===== src/rtl/calc_engine.sv =====
// calc_engine: keypad calculator core. It edge-detects digit and operator
// presses, builds a decimal operand and evaluates chained unsigned
// add/sub/mul/div. Multiply (shift-add) and divide (restoring) retire one
// bit per cycle.
module calc_engine #(
  parameter int WIDTH      = 32,
  parameter int MAX_DIGITS = 9
) (
  input  logic             clk,
  input  logic             rst_n,
  input  logic [9:0]       btn,
  input  logic [2:0]       opcode,
  output logic [WIDTH-1:0] displayedNum,
  output logic             busy,
  output logic             err
);

  localparam int CW = $clog2(MAX_DIGITS + 1);
  localparam int IW = $clog2(WIDTH + 1);

  localparam logic [2:0] OPC_NONE = 3'd0;
  localparam logic [2:0] OPC_EQ   = 3'd1;
  localparam logic [2:0] OPC_ADD  = 3'd2;
  localparam logic [2:0] OPC_SUB  = 3'd3;
  localparam logic [2:0] OPC_MUL  = 3'd4;
  localparam logic [2:0] OPC_DIV  = 3'd5;
  localparam logic [2:0] OPC_CE   = 3'd6;
  localparam logic [2:0] OPC_CA   = 3'd7;

  typedef enum logic [1:0] {S_ENTRY, S_CALC, S_RESULT, S_ERROR} state_t;

  state_t             state_q, state_d;
  logic [WIDTH-1:0]   acc_q, acc_d, entry_q, entry_d, disp_q, disp_d;
  logic [WIDTH-1:0]   mplier_q, mplier_d, quot_q, quot_d, rem_q, rem_d;
  logic [2*WIDTH-1:0] mcand_q, mcand_d, prod_q, prod_d;
  logic [2:0]         pend_q, pend_d, next_op_q, next_op_d, op_prev_q, op_prev_d;
  logic [CW-1:0]      cnt_q, cnt_d;
  logic [IW-1:0]      iter_q, iter_d;
  logic [9:0]         btn_prev_q, btn_prev_d;
  logic               busy_q, busy_d, err_q, err_d;

  logic               digit_hit, op_hit, clear_all, start_eval, fin, ovf;
  logic [3:0]         dig;
  logic [WIDTH-1:0]   entry_next, res;
  logic [WIDTH:0]     sum, rem_sh;

  // A digit press is a rising edge of exactly one key; chords are ignored.
  assign digit_hit  = (btn_prev_q == 10'd0) && (btn != 10'd0) && ((btn & (btn - 10'd1)) == 10'd0);
  assign op_hit     = (op_prev_q == OPC_NONE) && (opcode != OPC_NONE);
  assign entry_next = (entry_q << 3) + (entry_q << 1) + {{(WIDTH-4){1'b0}}, dig};
  assign sum        = {1'b0, acc_q} + {1'b0, entry_q};
  assign rem_sh     = {rem_q, quot_q[WIDTH-1]};

  // Encode the one-hot digit key into its decimal value.
  always_comb begin
    dig = 4'd0;
    for (int i = 0; i < 10; i++)
      if (btn[i]) dig = 4'(i);
  end

  // Next-state logic: key handling, evaluation sequencing and completion.
  always_comb begin
    state_d = state_q;  acc_d = acc_q;  entry_d = entry_q;  disp_d = disp_q;
    mplier_d = mplier_q;  quot_d = quot_q;  rem_d = rem_q;
    mcand_d = mcand_q;  prod_d = prod_q;  pend_d = pend_q;  next_op_d = next_op_q;
    cnt_d = cnt_q;  iter_d = iter_q;  busy_d = busy_q;  err_d = err_q;
    btn_prev_d = btn;  op_prev_d = opcode;
    clear_all = 1'b0;  start_eval = 1'b0;  fin = 1'b0;  ovf = 1'b0;  res = '0;

    case (state_q)
      S_CALC: begin
        // Presses are dropped here; divide by zero is caught before iterating.
        if (pend_q == OPC_DIV && entry_q == '0) begin
          fin = 1'b1;  ovf = 1'b1;
        end else if (pend_q == OPC_ADD) begin
          fin = 1'b1;  res = sum[WIDTH-1:0];  ovf = sum[WIDTH];
        end else if (pend_q == OPC_SUB) begin
          fin = 1'b1;  res = acc_q - entry_q;  ovf = (acc_q < entry_q);
        end else if (iter_q != IW'(WIDTH)) begin
          iter_d = iter_q + 1'b1;
          if (pend_q == OPC_MUL) begin
            if (mplier_q[0]) prod_d = prod_q + mcand_q;
            mcand_d  = mcand_q << 1;
            mplier_d = mplier_q >> 1;
          end else if (rem_sh >= {1'b0, entry_q}) begin
            rem_d  = WIDTH'(rem_sh - {1'b0, entry_q});
            quot_d = {quot_q[WIDTH-2:0], 1'b1};
          end else begin
            rem_d  = rem_sh[WIDTH-1:0];
            quot_d = {quot_q[WIDTH-2:0], 1'b0};
          end
        end else if (pend_q == OPC_MUL) begin
          fin = 1'b1;  res = prod_q[WIDTH-1:0];  ovf = |prod_q[2*WIDTH-1:WIDTH];
        end else begin
          fin = 1'b1;  res = quot_q;
        end
      end
      S_ERROR: begin
        if (op_hit && opcode == OPC_CA) clear_all = 1'b1;
      end
      default: begin
        // ENTRY and RESULT: an opcode press takes priority over a digit.
        if (op_hit) begin
          case (opcode)
            OPC_CA: clear_all = 1'b1;
            OPC_CE: begin
              entry_d = '0;  cnt_d = '0;  disp_d = '0;  state_d = S_ENTRY;
            end
            OPC_EQ: begin
              if (pend_q != OPC_NONE) begin
                start_eval = 1'b1;  next_op_d = OPC_EQ;
              end else if (state_q == S_ENTRY) begin
                disp_d = entry_q;
              end
            end
            default: begin
              if (state_q == S_RESULT) begin
                // The previous result is already in acc.
                pend_d = opcode;  entry_d = '0;  cnt_d = '0;
                disp_d = acc_q;  state_d = S_ENTRY;
              end else if (pend_q == OPC_NONE) begin
                acc_d = entry_q;  pend_d = opcode;  entry_d = '0;
                cnt_d = '0;  disp_d = entry_q;
              end else begin
                start_eval = 1'b1;  next_op_d = opcode;
              end
            end
          endcase
        end else if (digit_hit && cnt_q < CW'(MAX_DIGITS)) begin
          entry_d = entry_next;  cnt_d = cnt_q + 1'b1;
          disp_d  = entry_next;  state_d = S_ENTRY;
        end
      end
    endcase

    if (start_eval) begin
      state_d = S_CALC;  busy_d = 1'b1;  iter_d = '0;
      mcand_d = {{WIDTH{1'b0}}, acc_q};  mplier_d = entry_q;  prod_d = '0;
      rem_d = '0;  quot_d = acc_q;
    end

    if (fin) begin
      busy_d = 1'b0;
      if (ovf) begin
        state_d = S_ERROR;  err_d = 1'b1;  disp_d = '0;
      end else begin
        acc_d = res;  disp_d = res;  entry_d = '0;  cnt_d = '0;
        pend_d  = (next_op_q == OPC_EQ) ? OPC_NONE : next_op_q;
        state_d = (next_op_q == OPC_EQ) ? S_RESULT : S_ENTRY;
      end
    end

    if (clear_all) begin
      state_d = S_ENTRY;  acc_d = '0;  entry_d = '0;  disp_d = '0;
      mplier_d = '0;  quot_d = '0;  rem_d = '0;  mcand_d = '0;  prod_d = '0;
      pend_d = OPC_NONE;  next_op_d = OPC_NONE;  cnt_d = '0;  iter_d = '0;
      busy_d = 1'b0;  err_d = 1'b0;
    end
  end

  // State registers; reset clears everything at once, so no partial result survives.
  always_ff @(posedge clk or negedge rst_n) begin
    if (!rst_n) begin
      state_q <= S_ENTRY;  acc_q <= '0;  entry_q <= '0;  disp_q <= '0;
      mplier_q <= '0;  quot_q <= '0;  rem_q <= '0;  mcand_q <= '0;  prod_q <= '0;
      pend_q <= OPC_NONE;  next_op_q <= OPC_NONE;  op_prev_q <= OPC_NONE;
      cnt_q <= '0;  iter_q <= '0;  btn_prev_q <= '0;  busy_q <= 1'b0;  err_q <= 1'b0;
    end else begin
      state_q <= state_d;  acc_q <= acc_d;  entry_q <= entry_d;  disp_q <= disp_d;
      mplier_q <= mplier_d;  quot_q <= quot_d;  rem_q <= rem_d;  mcand_q <= mcand_d;
      prod_q <= prod_d;  pend_q <= pend_d;  next_op_q <= next_op_d;
      op_prev_q <= op_prev_d;  cnt_q <= cnt_d;  iter_q <= iter_d;
      btn_prev_q <= btn_prev_d;  busy_q <= busy_d;  err_q <= err_d;
    end
  end

  assign displayedNum = disp_q;
  assign busy         = busy_q;
  assign err          = err_q;

endmodule


===== config.mk =====
export PLATFORM = sky130hd
export DESIGN_NAME = calc_engine
export DESIGN_NICKNAME = d
export VERILOG_FILES = /design/src/rtl/calc_engine.sv
export SDC_FILE = /design/constraint.sdc
export NUM_CORES = 1
export LEC_CHECK = 0
export CORE_ASPECT_RATIO = 0.5
export CORE_MARGIN = 1.5
export CORE_UTILIZATION = 45
export CTS_CLUSTER_SIZE = 12
export DETAILED_ROUTE_END_ITERATION = 8
export PLACE_DENSITY = 0.67
export SLEW_MARGIN = 20
export SYNTH_ARGS = -nofsm -noshare
export SYNTH_HDL_FRONTEND = slang
export SYNTH_SLANG_ARGS = --single-unit

===== constraint.sdc =====
create_clock -name clk -period 4.09 [get_ports clk]
set_input_delay 0.409 -clock clk [delete_from_list [all_inputs] [get_ports clk]]
set_output_delay 0.409 -clock clk [all_outputs]
set_load 0.01 [all_outputs]

======== Word level (Yosys, flattened, before mapping) ========
Index checks and enable logic that the tools add are counted.
operators by class
  $add $sub $neg .......................... 9
  $lt $le $gt $ge ......................... 3
  eq/ne operators ......................... 29
  mux-type cells .......................... 155
  bitwise operators ....................... 1
  reduce and logical (&&, ||, !) cells .... 38
operator list
  kind                                              count
  32-bit two-way mux                                57
  64-bit two-way mux                                17
  32-bit one-hot mux with 3 select lines            1
  64-bit adder                                      1
  32-bit one-hot mux with 2 select lines            1
  32-bit subtractor                                 2
  3-bit two-way mux                                 18
  4-bit two-way mux                                 11
  6-bit two-way mux                                 7
  32-bit by 32-bit adder with 33-bit output         1
  33-bit by 32-bit >= comparator with 1-bit output  1
  32-bit adder                                      1
  32-bit by 4-bit adder with 32-bit output          1
  32-bit logical NOT                                1
  32-bit < comparator                               1
  32-bit OR reduction                               1
  1-bit two-way mux                                 27
  6-bit AND reduction                               4
  2-bit two-way mux                                 11
  3-bit nonzero test                                7
  10-bit logical NOT                                2
  3-bit inequality test, second input constant      5
  3-bit == test, second input constant              4
  10-bit bitwise AND                                1
  35 further kinds                                  52
storage, ports and cells
  register bits after elaboration ......... 353
  bits of input ports ..................... 15
  output and inout bits ................... 34
  word-level logic and storage cells ...... 252

======== Longest topological paths before layout ========
Gate-level depths: netlist of the first run.
  word-level depth ........................ 16
  depth in mapped cells ................... 18
  depth with buffers taken out ............ 18

======== Least setup slack after synthesis of the first run ========
Ideal clock, no wire load.
  path kind ............................... input to register
  from .................................... input btn[9]
  to ...................................... register entry_q[31]
  library setup time ...................... 121 ps
  arrival ................................. 3465 ps
  data required time ...................... 3969 ps
  setup slack ............................. 504 ps
  stages .................................. 15
  path buffers ............................ 0
  cell sequence ........................... nor2_1 -> inv_1 -> fa_1 -> ha_1 -> a211oi_1 -> o21bai_1 -> a211oi_1 -> o21ba_2 -> o311ai_0 -> a211oi_1 -> o21ai_0 -> a21oi_1 -> xnor2_1 -> o21ai_0 -> nor2b_1
on the way
  cells in the longest elaborated chain, start to end .. 11
  elaborated cells between the ends (all ways) .. 15
  classes of those cells .................. add/sub (2); mux (7); bitwise (1); reduce/logical (5)
ends and longest elaborated chain
  element                                        RTL line  text
  start, declared                                11        input logic [9:0] btn,
  10-bit by 1-bit subtractor with 10-bit output  48        assign digit_hit = (btn_prev_q == 10'd0) && (btn != 10'd0) && ((btn & (btn - 10'd1)) == 10'd0);
  10-bit bitwise AND                             48
  10-bit logical NOT                             48
  1-bit logical AND                              48
  1-bit logical AND                              129       end else if (digit_hit && cnt_q < CW'(MAX_DIGITS)) begin
  32-bit two-way mux (*)                         129
  32-bit two-way mux (*)                         103       if (op_hit) begin
  32-bit two-way mux (*)                         70        case (state_q)
  32-bit two-way mux                             144       if (ovf) begin
  32-bit two-way mux (*)                         142       if (fin) begin
  32-bit two-way mux (*)                         153       if (clear_all) begin
  named net entry_d[31]                          33        logic [WIDTH-1:0] acc_q, acc_d, entry_q, entry_d, disp_q, disp_d;
  end signal, assigned                           164       state_q <= S_ENTRY; acc_q <= '0; entry_q <= '0; disp_q <= '0;
  end signal, assigned                           169       state_q <= state_d; acc_q <= acc_d; entry_q <= entry_d; disp_q <= disp_d;
  end, declared                                  33
Mark *: on every way through the listed nets, which the timed path passes. The rest lies on a longest branch.
A chain may end at the register's enable or synchronous reset.

======== Worst setup path in the final report of the first run ========
  from .................................... register entry_q[2]
  to ...................................... register entry_q[29]
on the way
  cells in the longest elaborated chain, start to end .. 8
  elaborated cells between the ends (all ways) .. 18
  classes of those cells .................. add/sub (3); order compare (1); mux (12); reduce/logical (2)
ends and longest elaborated chain
  element                                                                        RTL line
  32-bit adder or 32-bit < comparator (tied branches)                            50, 78
  32-bit by 4-bit adder with 32-bit output or 1-bit two-way mux (tied branches)  50, 77
  32-bit two-way mux or 1-bit two-way mux (tied branches)                        129, 75
  32-bit two-way mux or 1-bit two-way mux (tied branches)                        103, 73
  32-bit two-way mux or 1-bit two-way mux (tied branches)                        70
  32-bit two-way mux                                                             144
  32-bit two-way mux (*)                                                         142
  32-bit two-way mux (*)                                                         153
  named net entry_d[29]                                                          33
Marked as above.

==> run summary, run 1 <==
outcome: complete, no violations
CTS Root Cell: clkbuf_16
crit path max fanout: 19
clk sink count: 353
number of setup buffers added after CTS: 0
CTS HTree Levels: 2
vias per std cell: 6.22
peak supply drop: 345 uV
post-DR wirelength/cell: 22.7 um
Die Width: 353 um
largest cells by area after synthesis: dfrtp_1 32%, ha_1 10%, a21oi_1 6.2%
Logic pwr share: 60.0%
EDFF count, synth: 0
worst hold slack: 0.355 ns
sequential share of power: 26.3%
Final nets: 3641
#FFs+latches synth: 353
DRT antenna net count: 0
CP endpoint kind: flip-flop
design area: 31100 um2
Cell variety after synth: 101
CTS Buffer Depth: 3
I/O pin total: 49
largest net degree at the start of global routing: 83
Data required, critical path: 4.58 ns
sw frac: 48.3%
leading area contributor after synthesis: dfrtp_1
vias in the first global route: 25000
CP Class: flip-flop to flip-flop
Layout area overhead: 13.1%
post-synthesis cell count: 3313
clock network fraction of design power: 13.7%
pre-CTS setup slack: -0.325 ns
Primary FF master, synth: dfrtp_1
routability cong.: 1.06
Ys Warns: 0
die area: 62800 um2
syn avg cell area: 8.31 um2
CTS tree: yes
Via Count: 26300
worst-margin pin slew: 0.941 ns
initial drt markers: 2783
ys async rst share: 100%
Fin. Hold Viols: 0
first-pass GRT wire length: 148000 um
initial antenna violation count: 1
fin crit period: 3.90 ns
Net Switching: 11.8 mW
Initial Util: 46.0%
startpoint types: flip-flop
fraction of layout cells with a size suffix above 1: 9.82%
final setup fails: 0
DRC violation count after routing: 0
total CTS buffers: 38
register area share after synthesis: 32.1%
RSZ-0062 raised after global routing: false
Tot GR Track Use: 30.3%
Int Pwr: 12.7 mW
Rel. slew slack: 37.2%
grt total ovfl: 0
PwrDens: 787 nW/um2
Crit path arrival time: 4.39 ns
Post-Route WL: 96000 um
Pre-antenna DRT Iters: 6
final worst slack: 0.188 ns
Post-DP Area: 29900 um2
clock slew at reported path FFs: 0.06 ns
final core area utilization: 52.1%
clk_skew: 0.0210 ns
Max-cap violations: 0
Die Y-Extent: 178 um
port bufs: 48
worst min-delay path category: input pin to flip-flop
DP HPWL: 72900 um
Rows: 63
fin. max-slew vios: 0
max frequency: 256 MHz
synthesized area: 27500 um2
syn nets: 3555
leakage dissipation: 13.6 nW
Core Footprint: 59800 um2
period utilisation layout: 95.4%
top cell type's share of synthesized area: 32.1%
Clock Latency Late Sink: 0.57 ns
==> path summary, 6_finish.rpt <==
check | start | to | slack (ns) | cells after the start
max | entry_q[2]$_DFF_PN0_ | entry_q[29]$_DFF_PN0_ | 0.19 | 14
min | opcode[1] | op_prev_q[1]$_DFF_PN0_ | 0.35 | 1
max reg2reg | entry_q[2]$_DFF_PN0_ | entry_q[29]$_DFF_PN0_ | 0.19 | 14
min reg2reg | prod_q[63]$_DFFE_PN0P_ | prod_q[63]$_DFFE_PN0P_ | 0.49 | 1
max in group asynchronous | rst_n | prod_q[20]$_DFFE_PN0P_ | 2.63 | 3
min in group asynchronous | rst_n | iter_q[2]$_DFFE_PN0P_ | 0.44 | 2
==> flip-flops by register name (all words and copies together), names as in the netlist <==
| name | flops |
|---|---|
| acc_q | 32 |
| btn_prev_q | 10 |
| busy | 1 |
| cnt_q | 4 |
| displayedNum | 32 |
| entry_q | 32 |
| err | 1 |
| iter_q | 6 |
| mcand_q | 64 |
| mplier_q | 32 |
| next_op_q | 3 |
| op_prev_q | 3 |
| pend_q | 3 |
| prod_q | 64 |
| quot_q | 32 |
| rem_q | 32 |
| state_q | 2 |
==> layer usage <==
layer	GRT usage [%]	up-vias	part of all wire [%]
met5	0	-	0
met4	6.91	0	2.3
met3	9.37	140	11
met2	43.7	1127	40
met1	43.7	12800	46
li1	-	12300	-
==> critical path, stage by stage, from the launching register on <==
cell and delay [ns]:
dfrtp_2 0.45, buf_4 0.19, or4_1 0.52, nor4_1 0.25
buf_4 0.18, nand3_1 0.13, or3_1 0.61, a31oi_4 0.31
buf_4 0.25, nor2_1 0.08, nand2b_1 0.11, buf_4 0.22
nor2_4 0.15, nor4b_2 0.26, a21o_1 0.11
==> layout by cell type (no fill, tap or decap), drive strengths merged, types with 78 or more instances in the layout <==
cell type / Yosys / layout
mux2i: 137 / 137
dfrtp: 353 / 353
inv: 112 / 113
nor2: 231 / 231
nand3: 162 / 162
buf: 33 / 197
xnor2: 88 / 88
nand2: 323 / 323
a21oi: 339 / 339
a21o: 78 / 78
ha: 221 / 221
o21ai: 351 / 351
==> cells in the mapped netlist (13+ instances only) <==
| master | n |
|---|---|
| nand4_1 | 34 |
| xor2_1 | 51 |
| o21a_1 | 22 |
| clkbuf_1 | 161 |
| dfrtp_1 | 353 |
| o21ai_1 | 18 |
| nor2b_1 | 38 |
| a21o_1 | 78 |
| nand2_1 | 323 |
| a31oi_1 | 27 |
| o211ai_1 | 25 |
| and2_1 | 13 |
| buf_2 | 17 |
| nand2b_1 | 26 |
| o21bai_1 | 44 |
| o22ai_1 | 27 |
| a221oi_1 | 36 |
| a22oi_1 | 20 |
| nand3_1 | 161 |
| mux2i_1 | 137 |
| o31ai_1 | 20 |
| a21oi_1 | 339 |
| or3_1 | 19 |
| nor4_1 | 29 |
| ha_1 | 221 |
| nor3_1 | 48 |
| nor2_1 | 229 |
| o21ai_0 | 330 |
| a211oi_1 | 48 |
| inv_1 | 111 |
| xnor2_1 | 88 |
==> repair_timing <==
| action | 4_1_cts | 5_1_grt |
|---|---|---|
| hold endpoints to repair | 68 | 0 |
| setup endpoints to repair | 1 | 68 |
| gates resized for setup | 1 | 13 |
| cloned | 0 | 0 |
| hold buffers | 1 | 0 |
| pin swaps | 0 | 1 |
==> cell families after synthesis <==
kind of cell | Yosys count | synth area share [%]
muxes | 148 | 5.43
and+or+nand+nor | 982 | 16.7
buffers and inverters | 311 | 4.60
adders and majority gates | 227 | 10.5
DFF | 353 | 32.1
AOI/OAI and AO/OA | 1153 | 26.3
xor gates and xnor gates | 139 | 4.42
==> through the flow <==
step | TNS, ns | instances | power (mW)
after floorplan | 0 | 3313 | 16.0
after global placement | -1.90 | 4170 | 20.5
after detailed placement | -3.14 | 4170 | 20.7
after CTS | 0 | 4232 | 24.1
after global routing | 0 | 4232 | 26.2
final | 0 | 4233 | 24.5
==> power by group through the flow <==
stage	combinational, mW	sequential [mW]	clock [mW]
global route	16.1	6.57	3.54
floorplan	10.1	5.90	0
global placement	14.1	6.38	0
detailed placement	14.3	6.40	0
finish	14.7	6.44	3.35
CTS	14.4	6.36	3.40
==> area by class of cell <==
class,instances,area [um2]
antenna,1,2.50
clock buffer,54,1090
clock inverter,7,43.8
fill,5611,28700
inverter,112,420
multi-input combinational,2649,17600
sequential,353,8840
tap,812,1020
timing repair buffer,245,2150
Note: power is estimated with default switching activity, not from simulation.
==> run 2, diff against run 1 <==
--- a/config.mk
+++ b/config.mk
@@ -11,6 +11,7 @@
 export CTS_CLUSTER_SIZE = 12
 export DETAILED_ROUTE_END_ITERATION = 8
 export PLACE_DENSITY = 0.67
+export SKIP_CTS_REPAIR_TIMING = 1
 export SLEW_MARGIN = 20
 export SYNTH_ARGS = -nofsm -noshare
 export SYNTH_HDL_FRONTEND = slang
==> run 2 against run 1 <==
First-iteration DRC count rose by 0.90%. Clock power about the same. Combinational power is essentially flat. Non-clock buffer count increased by 2. Clock skew rose by 0.0041 ns. Critical path depth fell by 1. Via count fell by 0.10%. Largest cell class unchanged. Largest power group unchanged.
==> run summary, run 2 (same netlist as run 1, synthesis figures left out) <==
Most Crowded Layer GR: met2
Post-Layout Cell Count: 4234 (+0.024%)
Post-DP Area: 29900 um2 (unchanged)
initial antenna violation count: 1 (unchanged)
worst-margin pin slew: 0.921 ns (-0.0202 ns)
most common cell after layout, fill and taps aside: dfrtp_1
Initial Util: 46.0% (unchanged)
die area: 62800 um2 (unchanged)
Core Footprint: 59800 um2 (unchanged)
final setup fails: 0 (unchanged)
fin. max-slew vios: 0 (unchanged)
peak supply drop: 349 uV (+1.1%)
Worst Path Buf+Inv: 1 (-3)
Clock Latency Late Sink: 0.57 ns (about the same)
clk sink count: 353 (unchanged)
Worst path slowest cell: dfrtp_1
Final nets: 3643 (+0.055%)
met2 GRT Util: 43.8% (about the same)
Die Y-Extent: 178 um (unchanged)
R2R setup slack: 0.13 ns (-0.05 ns)
Max-cap violations: 0 (unchanged)
CTS Buffer Depth: 3 (unchanged)
Worst R2R End: displayedNum[27]$_DFFE_PN0P_
max frequency: 253 MHz (-1.4%)
hold_sp: opcode[1]
most frequent cells in the layout: 350 x dfrtp_1, 338 x a21oi_1, 330 x o21ai_0, 321 x nand2_1, 225 x nor2_1
TNS Setup: 0 ns (unchanged)
Via Count: 26300 (-0.10%)
hold depth: 1 (unchanged)
CTS Root Cell: clkbuf_16
Tot Pwr: 24.5 mW (about the same)
cell family with most CP delay: compound AO/OA/AOI/OAI gates
met3 Usage GRT: 9.29% (-0.082 points)
Hold EP: op_prev_q[1]$_DFF_PN0_
PwrDens: 786 nW/um2 (about the same)
Crit. Startpoint: entry_q[4]$_DFF_PN0_
Worst R2R Start: entry_q[4]$_DFF_PN0_
Layout area overhead: 13.1% (unchanged)
CP endpoint kind: flip-flop
largest net degree at the start of global routing: 83 (unchanged)
I/O pin total: 49 (unchanged)
Post-Route WL: 96000 um (about the same)
Tot GR Track Use: 30.3% (unchanged)
Regs by FF count: mcand_q x64, prod_q x64
vias per std cell: 6.22 (-0.13%)
Rel. slew slack: 38.6% (+1.3 points)
CP Cell Sequence: inv_1, ha_1, nor2_1, o211ai_1, a21oi_1, a31oi_2, o21ai_1, a2111oi_2, o41a_2, or3_1, a21boi_0, nand3_1, a211oi_1
total CTS buffers: 38 (unchanged)
routability cong.: 1.06 (unchanged)
grt total ovfl: 0 (unchanged)
DRC violation count after routing: 0 (unchanged)
initial drt markers: 2808 (+0.90%)
first-pass GRT wire length: 148000 um (about the same)
n_diodes: 0 (-1)
final core area utilization: 52.1% (unchanged)
DRT antenna net count: 0 (unchanged)
worst min-delay path category: input pin to flip-flop
port bufs: 48 (unchanged)
Rows: 63 (unchanged)
post-DR wirelength/cell: 22.7 um (about the same)
CTS tree: yes
RSZ-0062 raised after global routing: true
startpoint types: flip-flop
design area: 31100 um2 (unchanged)
worst-case reg-to-reg path depth: 13 (-1)
crit path max fanout: 7 (-12)
clock slew at reported path FFs: 0.06 ns (about the same)
Pre-antenna DRT Iters: 6 (unchanged)
Die Width: 353 um (unchanged)
leakage dissipation: 13.7 nW (about the same)
Data required, critical path: 4.51 ns (-0.07 ns)
fraction of layout cells with a size suffix above 1: 9.79% (-0.035 points)
vias in the first global route: 25000 (+0.0040%)
Crit. path cell count: 13 (-1)
Crit path arrival time: 4.37 ns (-0.02 ns)
DP HPWL: 72900 um (unchanged)
GR Util met1: 43.7% (about the same)
clk_skew: 0.0251 ns (+0.00410 ns)
Fin. Hold Viols: 0 (unchanged)
CP Class: flip-flop to flip-flop
Post-Place Cells: 4170 (unchanged)
Worst path max stage delay: 0.60 ns (about the same)
fin crit period: 3.96 ns (+0.0542 ns)
period utilisation layout: 96.7% (+1.3 points)
outcome: complete, no violations
CTS HTree Levels: 2 (unchanged)
[run 2: per-layer routing]
| layer | routed length (um) | part of all wire [%] |
|---|---|---|
| met1 | 43900 | 46 |
| met2 | 38800 | 40 |
| met3 | 11100 | 12 |
| met4 | 2220 | 2.3 |
| met5 | 0 | 0 |
[run 2: layout make-up]
class / instances / area, um2
Clock inverter: 7 / 43.8
Multi-Input combinational cell: 2649 / 17600
Fill cell: 5615 / 28700
Clock buffer: 54 / 1090
Sequential cell: 353 / 8840
Tap cell: 812 / 1020
Inverter: 112 / 420
Timing Repair Buffer: 247 / 2170
[run 2: worst max-delay path by stage]
| stage | end | slack [ns] |
|---|---|---|
| 2_1_floorplan | entry_q[31]$_DFF_PN0_ | 0.50 |
| 3_3_place_gp | entry_q[31]$_DFF_PN0_ | -0.25 |
| 3_5_place_dp | displayedNum[27]$_DFFE_PN0P_ | -0.32 |
| 4_1_cts | acc_q[15]$_DFF_PN0_ | -0.03 |
| 5_1_grt | acc_q[19]$_DFF_PN0_ | -0.03 |
| 6_report | displayedNum[27]$_DFFE_PN0P_ | 0.13 |
[run 2: metrics by stage]
step | hold WS [ns] | setup slack (ns)
floorplan | 0.113 | 0.504
global placement | 0.447 | -0.251
detailed placement | 0.452 | -0.325
CTS | -0.147 | -0.0258
global route | 0.348 | -0.0346
finish | 0.353 | 0.134
[run 2: power breakdown]
group	switching (mW)	internal (mW)	total, mW	leakage [nW]
logic	8.76	5.95	14.7	8.52
clock network	1.50	1.85	3.35	0.555
registers	1.55	4.87	6.43	4.58
total	11.8	12.7	24.5	13.7
==> run 3, diff against run 2 <==
--- a/config.mk
+++ b/config.mk
@@ -5,6 +5,7 @@
 export SDC_FILE = /design/constraint.sdc
 export NUM_CORES = 1
 export LEC_CHECK = 0
+export CAP_MARGIN = 15
 export CORE_ASPECT_RATIO = 0.5
 export CORE_MARGIN = 1.5
 export CORE_UTILIZATION = 45
@@ -16,3 +17,4 @@
 export SYNTH_ARGS = -nofsm -noshare
 export SYNTH_HDL_FRONTEND = slang
 export SYNTH_SLANG_ARGS = --single-unit
+export TNS_END_PERCENT = 50
==> results of run 3 <==
The final DEF is identical to that of run 2; final timing and power are the same.
